File: src/rtl/display_pkg.sv
// Shared definitions for the 7-segment display capture path: segment bit
// positions and the active-high glyph table used by the receive decoder.
package display_pkg;

  typedef logic [6:0] seg_t;

  localparam int SEG_A  = 0;
  localparam int SEG_B  = 1;
  localparam int SEG_C  = 2;
  localparam int SEG_D  = 3;
  localparam int SEG_E  = 4;
  localparam int SEG_F  = 5;
  localparam int SEG_G  = 6;
  localparam int SEG_DP = 7;

  // Active-high glyphs, bit n = segment n (a..g). 6, 7 and 9 carry a tail
  // to match the transmit-side encoder.
  localparam seg_t GLYPH_0 = 7'h3F;
  localparam seg_t GLYPH_1 = 7'h06;
  localparam seg_t GLYPH_2 = 7'h5B;
  localparam seg_t GLYPH_3 = 7'h4F;
  localparam seg_t GLYPH_4 = 7'h66;
  localparam seg_t GLYPH_5 = 7'h6D;
  localparam seg_t GLYPH_6 = 7'h7D;
  localparam seg_t GLYPH_7 = 7'h27;
  localparam seg_t GLYPH_8 = 7'h7F;
  localparam seg_t GLYPH_9 = 7'h6F;
  localparam seg_t GLYPH_A = 7'h77;
  localparam seg_t GLYPH_B = 7'h7C;
  localparam seg_t GLYPH_C = 7'h39;
  localparam seg_t GLYPH_D = 7'h5E;
  localparam seg_t GLYPH_E = 7'h79;
  localparam seg_t GLYPH_F = 7'h71;

  // Entry [n] holds the glyph for hex value n.
  localparam logic [15:0][6:0] GLYPH_TABLE = {
    GLYPH_F, GLYPH_E, GLYPH_D, GLYPH_C, GLYPH_B, GLYPH_A, GLYPH_9, GLYPH_8,
    GLYPH_7, GLYPH_6, GLYPH_5, GLYPH_4, GLYPH_3, GLYPH_2, GLYPH_1, GLYPH_0
  };

endpackage

File: src/rtl/seg7_to_hex.sv
// Inverse 7-segment decoder: active-high segment pattern to hex value.
// hit is low when the pattern is not one of the 16 known glyphs.
module seg7_to_hex
  import display_pkg::*;
(
  input  seg_t       seg,
  output logic       hit,
  output logic [3:0] value
);

  // Search the glyph table; glyphs are unique so at most one entry matches.
  always_comb begin
    hit   = 1'b0;
    value = 4'h0;
    for (int i = 0; i < 16; i++) begin
      if (seg == GLYPH_TABLE[i]) begin
        hit   = 1'b1;
        value = 4'(i);
      end
    end
  end

endmodule

File: src/rtl/display_capture.sv
// Receive side of the scanned 4-digit 7-segment bus. Synchronises DIGIT/SEG,
// waits for a stable window, decodes the lit glyph back to hex and keeps all
// four digit positions in parallel, with a staleness timeout.
module display_capture
  import display_pkg::*;
#(
  parameter int SETTLE_CYCLES  = 4,
  parameter int TIMEOUT_CYCLES = 262144,
  parameter bit SEG_ACTIVE_LOW = 1'b1
) (
  input  logic       CLK,
  input  logic       RST,
  input  logic [3:0] DIGIT,
  input  logic [7:0] SEG,
  output logic [3:0] D0,
  output logic [3:0] D1,
  output logic [3:0] D2,
  output logic [3:0] D3,
  output logic [3:0] DP,
  output logic       VALID,
  output logic       FRAME,
  output logic       ERR
);

  localparam int CNT_W = $clog2(SETTLE_CYCLES + 1);
  localparam int TO_W  = (TIMEOUT_CYCLES > 1) ? $clog2(TIMEOUT_CYCLES) : 1;
  localparam logic [CNT_W-1:0] SETTLE_MAX = CNT_W'(SETTLE_CYCLES);
  localparam logic [TO_W-1:0]  TO_LAST    = TO_W'(TIMEOUT_CYCLES - 1);
  localparam logic [7:0]       SEG_IDLE   = SEG_ACTIVE_LOW ? 8'hFF : 8'h00;
  localparam logic [11:0]      BUS_IDLE   = {4'hF, SEG_IDLE};

  // Bring the bus to active-high polarity: bit 7 = dp lit, bits 6:0 = a..g lit.
  function automatic logic [7:0] seg_normalise(input logic [7:0] raw);
    return SEG_ACTIVE_LOW ? ~raw : raw;
  endfunction

  // Position index of a single asserted select bit (caller guarantees one-hot).
  function automatic logic [1:0] sel_index(input logic [3:0] sel);
    case (sel)
      4'b0010: return 2'd1;
      4'b0100: return 2'd2;
      4'b1000: return 2'd3;
      default: return 2'd0;
    endcase
  endfunction

  logic [11:0]      bus_p0, bus_p1, bus_p2;
  logic [CNT_W-1:0] cnt;
  logic             armed;
  logic             vld_p2;
  logic [3:0]       sel_p2;
  logic [7:0]       seg_n_p2;
  logic             sel_blank, sel_single;
  logic [1:0]       idx_p2;
  logic             glyph_hit;
  logic [3:0]       glyph_val;
  logic             cap_hit, cap_err;
  logic [3:0]       mask, mask_nxt;
  logic [TO_W-1:0]  tcnt, tcnt_nxt;
  logic [3:0]       dig [4];

  // ---- stage p0/p1: two-flop synchroniser, p2: previous synced value ----
  // Synchroniser plus one history flop used for change detection.
  always_ff @(posedge CLK) begin
    if (RST) begin
      bus_p0 <= BUS_IDLE;
      bus_p1 <= BUS_IDLE;
      bus_p2 <= BUS_IDLE;
    end else begin
      bus_p0 <= {DIGIT, SEG};
      bus_p1 <= bus_p0;
      bus_p2 <= bus_p1;
    end
  end

  // Stability counter: restart and re-arm on any change, saturate when settled,
  // disarm after one evaluation so each stable window is captured once.
  always_ff @(posedge CLK) begin
    if (RST) begin
      cnt   <= '0;
      armed <= 1'b0;
    end else if (bus_p1 != bus_p2) begin
      cnt   <= '0;
      armed <= 1'b1;
    end else begin
      if (cnt != SETTLE_MAX) cnt <= cnt + CNT_W'(1);
      if (vld_p2) armed <= 1'b0;
    end
  end

  // ---- stage p2: evaluate the settled pattern ----
  assign vld_p2     = armed && (cnt == SETTLE_MAX);
  assign sel_p2     = ~bus_p2[11:8];
  assign seg_n_p2   = seg_normalise(bus_p2[7:0]);
  assign sel_blank  = (sel_p2 == 4'b0000);
  assign sel_single = $onehot(sel_p2);
  assign idx_p2     = sel_index(sel_p2);

  seg7_to_hex u_dec (
    .seg   (seg_n_p2[6:0]),
    .hit   (glyph_hit),
    .value (glyph_val)
  );

  // Capture outcome, next capture mask and timeout count; a capture beats a timeout.
  always_comb begin
    cap_hit  = vld_p2 && sel_single && glyph_hit;
    cap_err  = vld_p2 && !sel_blank && !(sel_single && glyph_hit);
    mask_nxt = mask;
    tcnt_nxt = tcnt + TO_W'(1);
    if (cap_hit) begin
      mask_nxt[idx_p2] = 1'b1;
      tcnt_nxt         = '0;
    end else if (tcnt == TO_LAST) begin
      mask_nxt = '0;
      tcnt_nxt = '0;
    end
  end

  // ---- stage p3: output registers ----
  // Digit/dp storage, mask, staleness counter and the FRAME/ERR pulses.
  always_ff @(posedge CLK) begin
    if (RST) begin
      for (int i = 0; i < 4; i++) dig[i] <= 4'h0;
      DP    <= 4'h0;
      mask  <= 4'h0;
      tcnt  <= '0;
      VALID <= 1'b0;
      FRAME <= 1'b0;
      ERR   <= 1'b0;
    end else begin
      if (cap_hit) begin
        dig[idx_p2] <= glyph_val;
        DP[idx_p2]  <= seg_n_p2[SEG_DP];
      end
      mask  <= mask_nxt;
      tcnt  <= tcnt_nxt;
      VALID <= &mask_nxt;
      FRAME <= cap_hit && (idx_p2 == 2'd3) && (&mask_nxt);
      ERR   <= cap_err;
    end
  end

  assign D0 = dig[0];
  assign D1 = dig[1];
  assign D2 = dig[2];
  assign D3 = dig[3];

endmodule

File: config.mk
export PLATFORM = sky130hd
export DESIGN_NAME = display_capture
export DESIGN_NICKNAME = d
export VERILOG_FILES = /design/src/rtl/display_pkg.sv /design/src/rtl/seg7_to_hex.sv /design/src/rtl/display_capture.sv
export SDC_FILE = /design/constraint.sdc
export NUM_CORES = 1
export LEC_CHECK = 0
export BUFFER_PORTS_ARGS = -buffer_cell sky130_fd_sc_hd__buf_4
export CORE_AREA = 5 5 89 107
export CTS_CLUSTER_SIZE = 14
export DETAILED_ROUTE_END_ITERATION = 10
export DIE_AREA = 0 0 94 112
export GPL_TIMING_DRIVEN = 1
export REMOVE_ABC_BUFFERS = 1
export SETUP_SLACK_MARGIN = 0.3
export SLEW_MARGIN = 10
export SYNTH_ARGS = -nofsm -noshare
export SYNTH_HDL_FRONTEND = slang
export SYNTH_SLANG_ARGS = --single-unit
File: constraint.sdc
create_clock -name CLK -period 7.1 [get_ports CLK]
set_input_delay 0.71 -clock CLK [delete_from_list [all_inputs] [get_ports CLK]]
set_output_delay 0.71 -clock CLK [all_outputs]
set_load 0.05 [all_outputs]
# Word level (Yosys, flattened, before mapping)
# Memories as Yosys holds them, arrays and structs flattened.
# Cells that the tools add are included.
[totals]
register_bits = 69
mem_bits_rw = 16
inputBits = 14
word_cells = 111
n_memories = 1
[mem_list]
columns = ["memory", "depth", "width", "rd", "rd_ports_with_merged_regs", "write_ports", "line_no", "source"]
rows = [
  ["dig", 4, 4, 4, 0, 4, "display_capture.sv:60", "logic [3:0] dig [4];"],
]
[classes]
addsub = 5
order_cmp = 2
n_eq_ne = 25
n_mux = 47
n_bitwise = 3
reduce_logical = 17
[ops]
columns = ["operator", "n"]
rows = [
  ["7-bit == test (second input constant)", 12],
  ["4-bit 2-to-1 mux", 11],
  ["1-bit 2-to-1 mux", 26],
  ["7-bit by 6-bit == test with 1-bit output (second input constant)", 3],
  ["18-bit by 1-bit adder with 18-bit output (second input constant)", 1],
  ["18-bit == test (second input constant)", 1],
  ["3-bit 2-to-1 mux", 4],
  ["12-bit inequality test", 1],
  ["1-bit logical AND", 9],
  ["8-bit inverter", 1],
  ["7-bit by 3-bit == test with 1-bit output (second input constant)", 1],
  ["2-bit 2-to-1 mux", 3],
  ["2-bit one-hot mux with 3 select lines", 1],
  ["1-bit by 1-bit adder with 2-bit output", 2],
  ["4-bit bitwise mux", 1],
  ["4-bit by 2-bit == test with 1-bit output (second input constant)", 1],
  ["4-bit by 3-bit == test with 1-bit output (second input constant)", 1],
  ["4-bit == test (second input constant)", 1],
  ["4-bit zero test", 1],
  ["4-bit inverter", 1],
  ["4-bit bitwise OR", 1],
  ["4-bit AND reduction", 1],
  ["4-bit OR reduction", 1],
  ["2-bit by 2-bit adder with 3-bit output", 1],
  ["other kinds (12)", 13],
]

# Depth between registers and ports, before layout
# Gate-level depths: netlist of the first run.
[depth]
ltp_word = 24
depth_mapped = 13
mapped_depth_nobuf = 10

# Cells and area by module
# From an unflattened synthesis of the first run, not the netlist that was laid out.
[hier_totals]
cells_unflattened = 361
area_unflattened_um2 = 3657.3
[by_module_without_submodules]
columns = ["module", "instances", "cells_each", "area_per_inst_um2", "seq_area_each_um2"]
rows = [
  ["display_capture", 1, 309, 3285.7, 1861.8],
  ["seg7_to_hex", 1, 52, 371.6, 0.0],
]

# Least setup slack after synthesis of the first run
# Ideal clock, no wire load.
[synth_path]
path_type = "flip-flop to flip-flop"
from = "register bus_p2[8]"
to = "memory dig[2][0] (enable)"
setup_time_ns = 0.298
t_arrival_ns = 2.477
required_time_ns = 6.802
setup_slack_ns = 4.326
stages_incl_launch_ff = 11
n_path_buf = 1
synth_period_minus_slack_ns = 2.774
path_cell_list = "dfxtp_1 > fa_1 > inv_1 > ha_1 > ha_1 > nor2_1 > nand2_1 > or2_2 > clkbuf_1 > nor3_1 > or2_2"
[synth_lines]
columns = ["element", "line_no", "source"]
rows = [
  ["start: declaration", "display_capture.sv:47", "logic [11:0] bus_p0, bus_p1, bus_p2;"],
  ["start signal: assignment", "display_capture.sv:72", "bus_p2 <= bus_p1;"],
  ["end: declaration", "display_capture.sv:60", ""],
]

# Worst setup path after layout of the first run
[layout_path]
from = "register bus_p2[8]"
to = "register tcnt[11]"
[layout_between]
elab_chain_cells = 7
[layout_rtl]
columns = ["element", "line_no", "source"]
rows = [
  ["4-bit inverter", "display_capture.sv:93", "assign sel_p2 = ~bus_p2[11:8];"],
  ["1-bit by 1-bit adder with 2-bit output (implied by the code)", "display_capture.sv:96", "assign sel_single = $onehot(sel_p2);"],
  ["2-bit by 2-bit adder with 3-bit output (implied by the code)", "display_capture.sv:96", ""],
  ["3-bit by 1-bit == test with 1-bit output", "display_capture.sv:96", ""],
  ["1-bit logical AND (2 in a row)", "display_capture.sv:107", "cap_hit = vld_p2 && sel_single && glyph_hit;"],
  ["3-bit OR reduction (no source line)", "--", ""],
  ["end signal: assignment", "display_capture.sv:137", "tcnt <= tcnt_nxt;"],
  ["end: declaration", "display_capture.sv:59", "logic [TO_W-1:0] tcnt, tcnt_nxt;"],
]
# No other way between the ends.
# A chain may end at the register's enable or synchronous reset.

==> results.yml, run 1 <==
floorplan:
  boundaryPins: 37
  rows: 37
  die_h_um: 112
  die-width_um: 94
  core_um2: 8430
  initial_core_util_pct: 43.2
  die_area_um2: 10500
setup_path:
  cp_max_fo: 15
  cp_data_arrival_time_ps: 3450
  rr_startpoint: "bus_p2[8]"
  r2r_setup_slack_ps: 3850
  worstPathRequired_ps: 7300
  startpoint: "bus_p2[8]"
  r2r-end: "tcnt[11]"
  endpoint: "tcnt[11]"
  rr_worst_depth: 10
  crit_path_end_kind: "flip-flop"
  crit_type: "flip-flop to flip-flop"
  crit_path_start_kind: "flip-flop"
clocking:
  post_cts_buffers: 0
  clock_path_buffers: 2
  clock-sinks: 85
  cts_root_buffer: "clkbuf_8"
  cts_resized: 0
  numCtsBuffers: 9
  insertion_delay_ps: 350
  htreeDepth: 3
  path_clk_slew_ps: 90
  cts_tree: "yes"
  hold_buffers: 0
routing:
  routed_wl_um: 6260
  drt_iter0_markers: 193
  drc: 0
  dr.pass1.iters: 4
  detail-route-antenna-nets: 0
  vias: 2489
  routedWlPerCell_um: 12.3
  vias_per_cell: 4.90
synthesis:
  seq_area_frac_synth_pct: 51.1
  synth_top_area_share_pct: 37.9
  synth_area_leaders: "dfxtp_1 (38%), edfxtp_1 (13%), or2_2 (7.2%)"
  yosysTopAreaCell: "dfxtp_1"
  syn_area_per_cell_um2: 10.2
  yosys_warnings: 0
  synth_edf_count: 16
  netlist_area_um2: 3640
  synth_flop_cell: "dfxtp_1"
  postSynthCellCount: 357
  async_reset_ff_share_pct: 0
  synth.distinct_cells: 55
  yosys_register_bits: 85
global_route:
  grt_pass1_vias: 2301
  antenna_found_initial: 0
  grt_overflow: 0
  grt_pass1_wl_um: 10600
  grt_max_degree: 71
  track_usage_pct: 12.6
sta:
  max_slew.worst_pin.slew_ps: 1010
  setup_viol: 0
  hold_viol_final: 0
  fmax_mhz: 308
  fin_crit_sh_pct: 45.7
  fin_skew_ps: 13.5
  layout_min_cycle_time_ps: 3250
  slew_violations: 0
  maxSlewHeadroom_pct: 32.7
  hold_ws_ps: 412
  rsz0062_at_grt: "false"
  tns_ps: 0
hold_path:
  hold_path_class: "flip-flop to flip-flop"
layout:
  finalNetCount: 408
  drive_gt1_share_pct: 28.6
  n_antenna_cell: 0
  layout_commonest_cell: "dfxtp_1"
  final_cell_mix: "dfxtp_1 (69), or2_2 (42), buf_4 (36)"
  area_delta_synth_final_pct: 14.1
placement:
  globalplace.congestion: 0.804
  portBuffers: 36
  dp_hpwl_um: 4340
pwr:
  p_leak_nw: 1.60
  vdd_drop_max_v: 0.000122
  power_density_nw_per_um2: 219
run_status:
  status: "finished, final reports clean"
job:
  cap_violations: 0
through the flow:
| stage | worst slack, ps | instance area, µm² | total power, mW | util, % | instances |
|---|---|---|---|---|---|
| after floorplan | 4120 | 3540 | 0.562 | - | 339 |
| after global placement | 3880 | 3960 | 0.583 | 47.0 | 492 |
| after detailed placement | 3820 | 3960 | 0.584 | 47.0 | 492 |
| after CTS | 3810 | 4160 | 0.919 | 49.3 | 508 |
| after global routing | 3560 | 4160 | 0.946 | 49.3 | 508 |
| final | 3850 | 4160 | 0.909 | 49.3 | 508 |
routing by layer:
metal	GRT usage, %	up-vias	wire (µm)	part of all wire, %
met1	16.5	1137	2970	47
met5	0	-	0	0
li1	-	1281	-	-
met4	5.97	0	125	2.0
met2	19.1	61	2790	45
met3	3.65	10	374	6.0
synth_stat cells, types with 2 or more instances:
master,number
dfxtp_1,69
or2_2,42
nor2_1,25
xnor2_1,22
edfxtp_1,16
nand2_1,16
nand3_1,16
nor3_1,16
inv_1,11
clkbuf_1,9
nor2_4,9
xor2_1,9
a21oi_1,8
o21ai_0,8
ha_1,7
nand4_1,6
nor3b_1,5
buf_2,4
buf_4,4
nor2b_1,4
a211oi_1,3
and3_1,3
nor4_1,3
or3_1,3
a31oi_1,2
and2_1,2
and3b_1,2
nand3b_1,2
nand4b_1,2
nor2_2,2
nor3_2,2
o21ai_1,2
state kept, by name, indices dropped and copies added, names as in the netlist:
name	count
bus_p1	12
ERR	1
cnt	3
VALID	1
mask	4
tcnt	18
bus_p2	12
dig	16
DP	4
FRAME	1
bus_p0	12
armed	1
worst min-delay path by stage:
stage | slack [ps] | end | depth (start not counted) | from
after global routing | 420 | bus_p1[6] | 1 | bus_p0[6]
after CTS | 410 | bus_p1[8] | 1 | bus_p0[8]
final | 410 | bus_p1[7] | 1 | bus_p0[7]
after global placement | 390 | bus_p1[5] | 1 | bus_p0[5]
after floorplan | 390 | bus_p1[0] | 1 | bus_p0[0]
after detailed placement | 390 | bus_p1[0] | 1 | bus_p0[0]
kinds of logic after synthesis:
| family | after synthesis | share of synthesized area [%] |
|---|---|---|
| simple gates | 167 | 27.6 |
| flops | 85 | 51.1 |
| compound gates | 36 | 6.77 |
| xor+xnor | 31 | 7.45 |
| buf+inv | 29 | 3.85 |
| fa+ha+maj | 8 | 2.95 |
| mux | 1 | 0.275 |
report_power, final:
part	switching, mW	internal (mW)	leakage [nW]
logic	0.0337	0.0244	0.765
clock network	0.173	0.164	0.100
registers	0.00988	0.504	0.730
total	0.217	0.692	1.60
critical path, stage by stage, from the launching register on:
cell and delay [ps]:
dfxtp_1 370, fa_1 540, inv_1 40, ha_1 170
ha_1 270, nor2_1 100, nand2_1 80, or2_2 360
nor2_4 240, or3_1 820, nor2_1 120
final cells by class:
cell class	count	area [µm²]
Fill cell	813	4270
Sequential cell	85	1860
Multi-Input combinational cell	243	1640
Timing Repair Buffer	36	270
Tap cell	117	146
Clock buffer	9	124
Clock inverter	7	71.3
Inverter	11	41.3
No activity file was read; power rests on OpenSTA's default activity.
==> run 2, diff against run 1 <==
==> constraint.sdc (replaced) <==
create_clock -name CLK -period 2.9 [get_ports CLK]
set_input_delay 0.29 -clock CLK [delete_from_list [all_inputs] [get_ports CLK]]
set_output_delay 0.29 -clock CLK [all_outputs]
set_load 0.05 [all_outputs]
==> run 2 against run 1 <==
  * Cell count up 4.7%
  * Register-to-register slack worse by 3500 ps
  * Highest routed layer unchanged
  * Global-route usage grew 1.2 points
  * Die area unchanged
  * Clock skew shrank 1.8 ps
  * Fmax up 27%
  * Non-clock buffer count grew 24
  * Routed wire length grew 9.9%
  * Sequential cell count stayed put
  * Total power rose to 2.6 times the previous value
  * Worst setup slack lost 3500 ps
  * Worst hold slack got worse by 300 ps
==> results.yml, run 2 (synthesized netlist as in run 1, its figures left out) <==
clocking:
  clock-sinks: 85
  path_clk_slew_ps: 90
  htreeDepth: 3
  numCtsBuffers: 9
  hold_buffers: 0
  clock_path_buffers: 2
  cts_tree: "yes"
  insertion_delay_ps: 350
  cts_root_buffer: "clkbuf_8"
global_route:
  grt_pass1_wl_um: 11600
  antenna_found_initial: 0
  grt_overflow: 0
  grt_max_degree: 71
  grt_pass1_vias: 2538
  track_usage_pct: 13.8
setup_path:
  crit_buf_inv: 2
  crit_path_start_kind: "flip-flop"
  path_delay_family: "simple AND/OR/NAND/NOR gates"
  path_cells: "fa_1 -> inv_1 -> ha_2 -> ha_4 -> nor2_4 -> nand2_2 -> or2_4 -> nor3_4 -> buf_6 -> o22ai_2 -> nor4_2"
  worstPathRequired_ps: 3160
  rr_worst_depth: 11
  r2r_setup_slack_ps: 340
  crit_cells: 11
  cp_data_arrival_time_ps: 2820
  crit_path_end_kind: "flip-flop"
  slowest_delay_ps: 530
  rr_startpoint: "bus_p2[11]"
  startpoint: "bus_p2[11]"
  r2r-end: "VALID"
  cp_max_fo: 6
  slowest_stage: "fa_1"
  crit_type: "flip-flop to flip-flop"
floorplan:
  core_um2: 8430
  die_area_um2: 10500
  die_h_um: 112
  boundaryPins: 37
  rows: 37
  die-width_um: 94
  initial_core_util_pct: 43.2
layout:
  layout_commonest_cell: "dfxtp_1"
  area_delta_synth_final_pct: 25.9
  n_antenna_cell: 0
  design_area_um2: 4590
  final_cell_mix: "dfxtp_1 (62), buf_4 (55), or2_2 (41)"
  drive_gt1_share_pct: 39.3
  top_regs: "tcnt x18, dig x16"
  largest_reg_flops: 18
  finalNetCount: 432
  regMostFlops: "tcnt"
sta:
  slew_violations: 0
  fin_skew_ps: 11.7
  hold_viol_final: 0
  layout_min_cycle_time_ps: 2560
  rsz0062_at_grt: "true"
  fin_crit_sh_pct: 88.4
  tns_ps: 0
  max_slew.worst_pin.slew_ps: 634
  setup_viol: 0
  maxSlewHeadroom_pct: 57.3
  fmax_mhz: 390
  hold_ws_ps: 114
routing:
  detail-route-antenna-nets: 0
  routedWlPerCell_um: 12.9
  drt_iter0_markers: 148
  dr.pass1.iters: 4
  drc: 0
  routed_wl_um: 6890
  vias: 2632
  vias_per_cell: 4.95
job:
  cap_violations: 0
pwr:
  power_density_nw_per_um2: 521
  p_leak_nw: 1.80
  vdd_drop_max_v: 0.000284
hold_path:
  min-delay-start: "SEG[6]"
  holdPathEnd: "bus_p0[6]"
  hold_depth: 2
  hold_path_class: "input pin to flip-flop"
placement:
  postPlaceCellArea_um2: 4050
  portBuffers: 36
  globalplace.congestion: 0.752
  dp_hpwl_um: 4650
run_status:
  status: "finished, final reports clean"
-- run 2: worst max-delay path by stage --
stage	end	slack (ps)
after floorplan	tcnt[11]	-80
after global placement	dig[2][2]	130
after detailed placement	dig[2][2]	80
after CTS	dig[1][0]	310
after global routing	FRAME	170
final	VALID	340
-- run 2: final cells by class --
type	instances	area, µm²
timing repair buffer	60	494
fill	753	3840
clock inverter	6	91.3
tap	117	146
clock buffer	10	149
inverter	11	41.3
sequential	85	1880
multi-input combinational	243	1790
-- run 2: stage by stage --
| step | utilization (%) | power [mW] | setup WS (ps) | instances |
|---|---|---|---|---|
| detailed placement | 48.0 | 1.44 | 75.2 | 502 |
| global placement | 48.0 | 1.43 | 135 | 502 |
| CTS | 53.2 | 2.42 | 309 | 529 |
| finish | 54.4 | 2.39 | 337 | 532 |
| global route | 54.4 | 2.48 | 174 | 532 |
| floorplan | - | 1.38 | -82.8 | 339 |
-- run 2: layer usage --
metal  vias to the layer above  routed length [µm]  global-route usage [%]  share of wire, %
li1                       1326                   -                       -                 -
met1                      1221                2990                    17.0                43
met2                        65                3360                    22.2                49
met3                        20                 353                    2.91               5.1
met4                         0                 186                    7.71               2.7
met5                         -                   0                       0                 0
-- run 2: timing repair --
item                                    in CTS  in global routing
buffers inserted                            10                  3
resized for setup                           19                 23
endpoints found under the setup margin      50                 55
cloned                                       1                  0
endpoints found under the hold margin        0                  0
pin swaps                                   11                 13
-- run 2: report_power, final --
| part | total, mW | internal (mW) | switching, mW | leakage, nW |
|---|---|---|---|---|
| logic | 0.170 | 0.0755 | 0.0943 | 0.957 |
| clock network | 0.968 | 0.542 | 0.426 | 0.119 |
| registers | 1.25 | 1.23 | 0.0207 | 0.727 |
| total | 2.39 | 1.85 | 0.541 | 1.80 |
==> run 3, diff against run 2 <==
--- a/config.mk
+++ b/config.mk
@@ -7,10 +7,12 @@
 export LEC_CHECK = 0
 export BUFFER_PORTS_ARGS = -buffer_cell sky130_fd_sc_hd__buf_4
 export CORE_AREA = 5 5 89 107
+export CTS_CLUSTER_DIAMETER = 40
 export CTS_CLUSTER_SIZE = 14
 export DETAILED_ROUTE_END_ITERATION = 10
 export DIE_AREA = 0 0 94 112
 export GPL_TIMING_DRIVEN = 1
+export HOLD_SLACK_MARGIN = 0.12
 export REMOVE_ABC_BUFFERS = 1
 export SETUP_SLACK_MARGIN = 0.3
 export SLEW_MARGIN = 10
==> run 3 against run 2 <==
  * Combinational power up 6%
  * First-iteration DRC count grew 8.1%
  * Critical path type unchanged
  * Critical path depth did not move
  * Total power is 0.54% higher
  * Global-route usage is 0.11 points higher
  * Core utilization grew 1.3 points
  * Critical endpoint unchanged
  * Non-clock buffer count is 11 higher
  * Final area rose by 2.4%
  * Via count up 1.7%
  * Clock skew hardly changed
  * Sequential share of layout area down 0.96 points
  * Register-to-register slack about the same
==> results.yml, run 3 (synthesized netlist as in run 1, its figures left out) <==
run_status:
  status: "finished, final reports clean"
setup_path:
  crit_path_end_kind: "flip-flop"
  path_cells: "fa_1 -> inv_1 -> ha_2 -> ha_4 -> nor2_4 -> nand2_2 -> or2_4 -> nor3_4 -> buf_6 -> o22ai_2 -> nor4_2"
  cp_max_fo: 6
  crit_cells: 11
  rr_worst_depth: 11
  crit_buf_inv: 2
  crit_type: "flip-flop to flip-flop"
  path_delay_family: "simple AND/OR/NAND/NOR gates"
  cp_data_arrival_time_ps: 2820
  worstPathRequired_ps: 3160
  crit_path_start_kind: "flip-flop"
  slowest_delay_ps: 530
  slowest_stage: "fa_1"
pwr:
  p_leak_nw: 1.85
  total_power_mw: 2.40
  vdd_drop_max_v: 0.000291
  power_density_nw_per_um2: 512
floorplan:
  die_h_um: 112
  core_um2: 8430
  rows: 37
  die-width_um: 94
  die_area_um2: 10500
  initial_core_util_pct: 43.2
  boundaryPins: 37
clocking:
  insertion_delay_ps: 350
  htreeDepth: 3
  numCtsBuffers: 9
  cts_root_buffer: "clkbuf_8"
  cts_tree: "yes"
  clock_path_buffers: 2
  clock-sinks: 85
  path_clk_slew_ps: 90
routing:
  routedWlPerCell_um: 12.8
  dr.pass1.iters: 4
  drc: 0
  vias_per_cell: 4.93
  detail-route-antenna-nets: 0
  vias: 2676
  routed_wl_um: 6930
  drt_iter0_markers: 160
sta:
  hold_viol_final: 0
  slew_violations: 0
  fin_ws_ps: 340
  max_slew.worst_pin.slew_ps: 634
  fin_skew_ps: 11.2
  fmax_mhz: 391
  rsz0062_at_grt: "true"
  maxSlewHeadroom_pct: 57.3
  fin_crit_sh_pct: 88.3
  layout_min_cycle_time_ps: 2560
  setup_viol: 0
  hold_ws_ps: 134
  tns_ps: 0
placement:
  globalplace.congestion: 0.752
  dp_hpwl_um: 4650
  portBuffers: 36
  place_inst: 502
  postPlaceCellArea_um2: 4050
  preCtsSetupSlack_ps: 75.2
hold_path:
  hold_depth: 2
  hold_path_class: "input pin to flip-flop"
global_route:
  grt_max_degree: 71
  grt_pass1_vias: 2562
  grt_pass1_wl_um: 11700
  antenna_found_initial: 0
  grt_overflow: 0
  track_usage_pct: 13.9
layout:
  top_regs: "tcnt x18, dig x16"
  layout_commonest_cell: "dfxtp_1"
  design_area_um2: 4700
  largest_reg_flops: 18
  n_antenna_cell: 0
  regMostFlops: "tcnt"
  fin_util_pct: 55.7
  drive_gt1_share_pct: 38.3
  finalNetCount: 443
  area_delta_synth_final_pct: 28.9
  fin_cells: 543
  final_cell_mix: "dfxtp_1 (62), buf_4 (55), or2_2 (41)"
job:
  cap_violations: 0
[run 3: cell types whose count changed in the layout (fill, tap and decap cells not counted), sizes merged]
cell / before / now
dlygate4sd3: 0 / 11
[run 3: worst paths after layout]
check | endpoint | startpoint | slack [ps]
max reg2reg | VALID | bus_p2[11] | 340
min reg2reg | bus_p1[9] | bus_p0[9] | 410
max | VALID | bus_p2[11] | 340
min | bus_p0[7] | SEG[7] | 130
[run 3: cell type report]
type	instances	area (µm²)
timing repair buffer	71	604
sequential	85	1880
fill	743	3730
clock inverter	6	91.3
multi-input combinational	243	1790
clock buffer	10	149
tap	117	146
inverter	11	41.3
[run 3: report_power, final]
part           total [mW]  internal [mW]  switching, mW
clock network       0.970          0.542          0.428
logic               0.181         0.0851         0.0963
registers            1.25           1.23         0.0207
[run 3: per-layer routing]
| metal | GRT usage (%) | wire [µm] |
|---|---|---|
| met5 | 0 | 0 |
| met4 | 7.71 | 186 |
| met3 | 2.84 | 356 |
| met2 | 22.7 | 3400 |
| met1 | 16.9 | 2990 |
[run 3: timing repair]
item / in CTS / in global routing
setup endpoints to repair: 50 / 55
resized for setup: 19 / 23
gates cloned: 1 / 0
buffers inserted: 10 / 3
hold endpoints to repair: 11 / 0
hold buffers: 11 / 0
pin swaps: 11 / 13
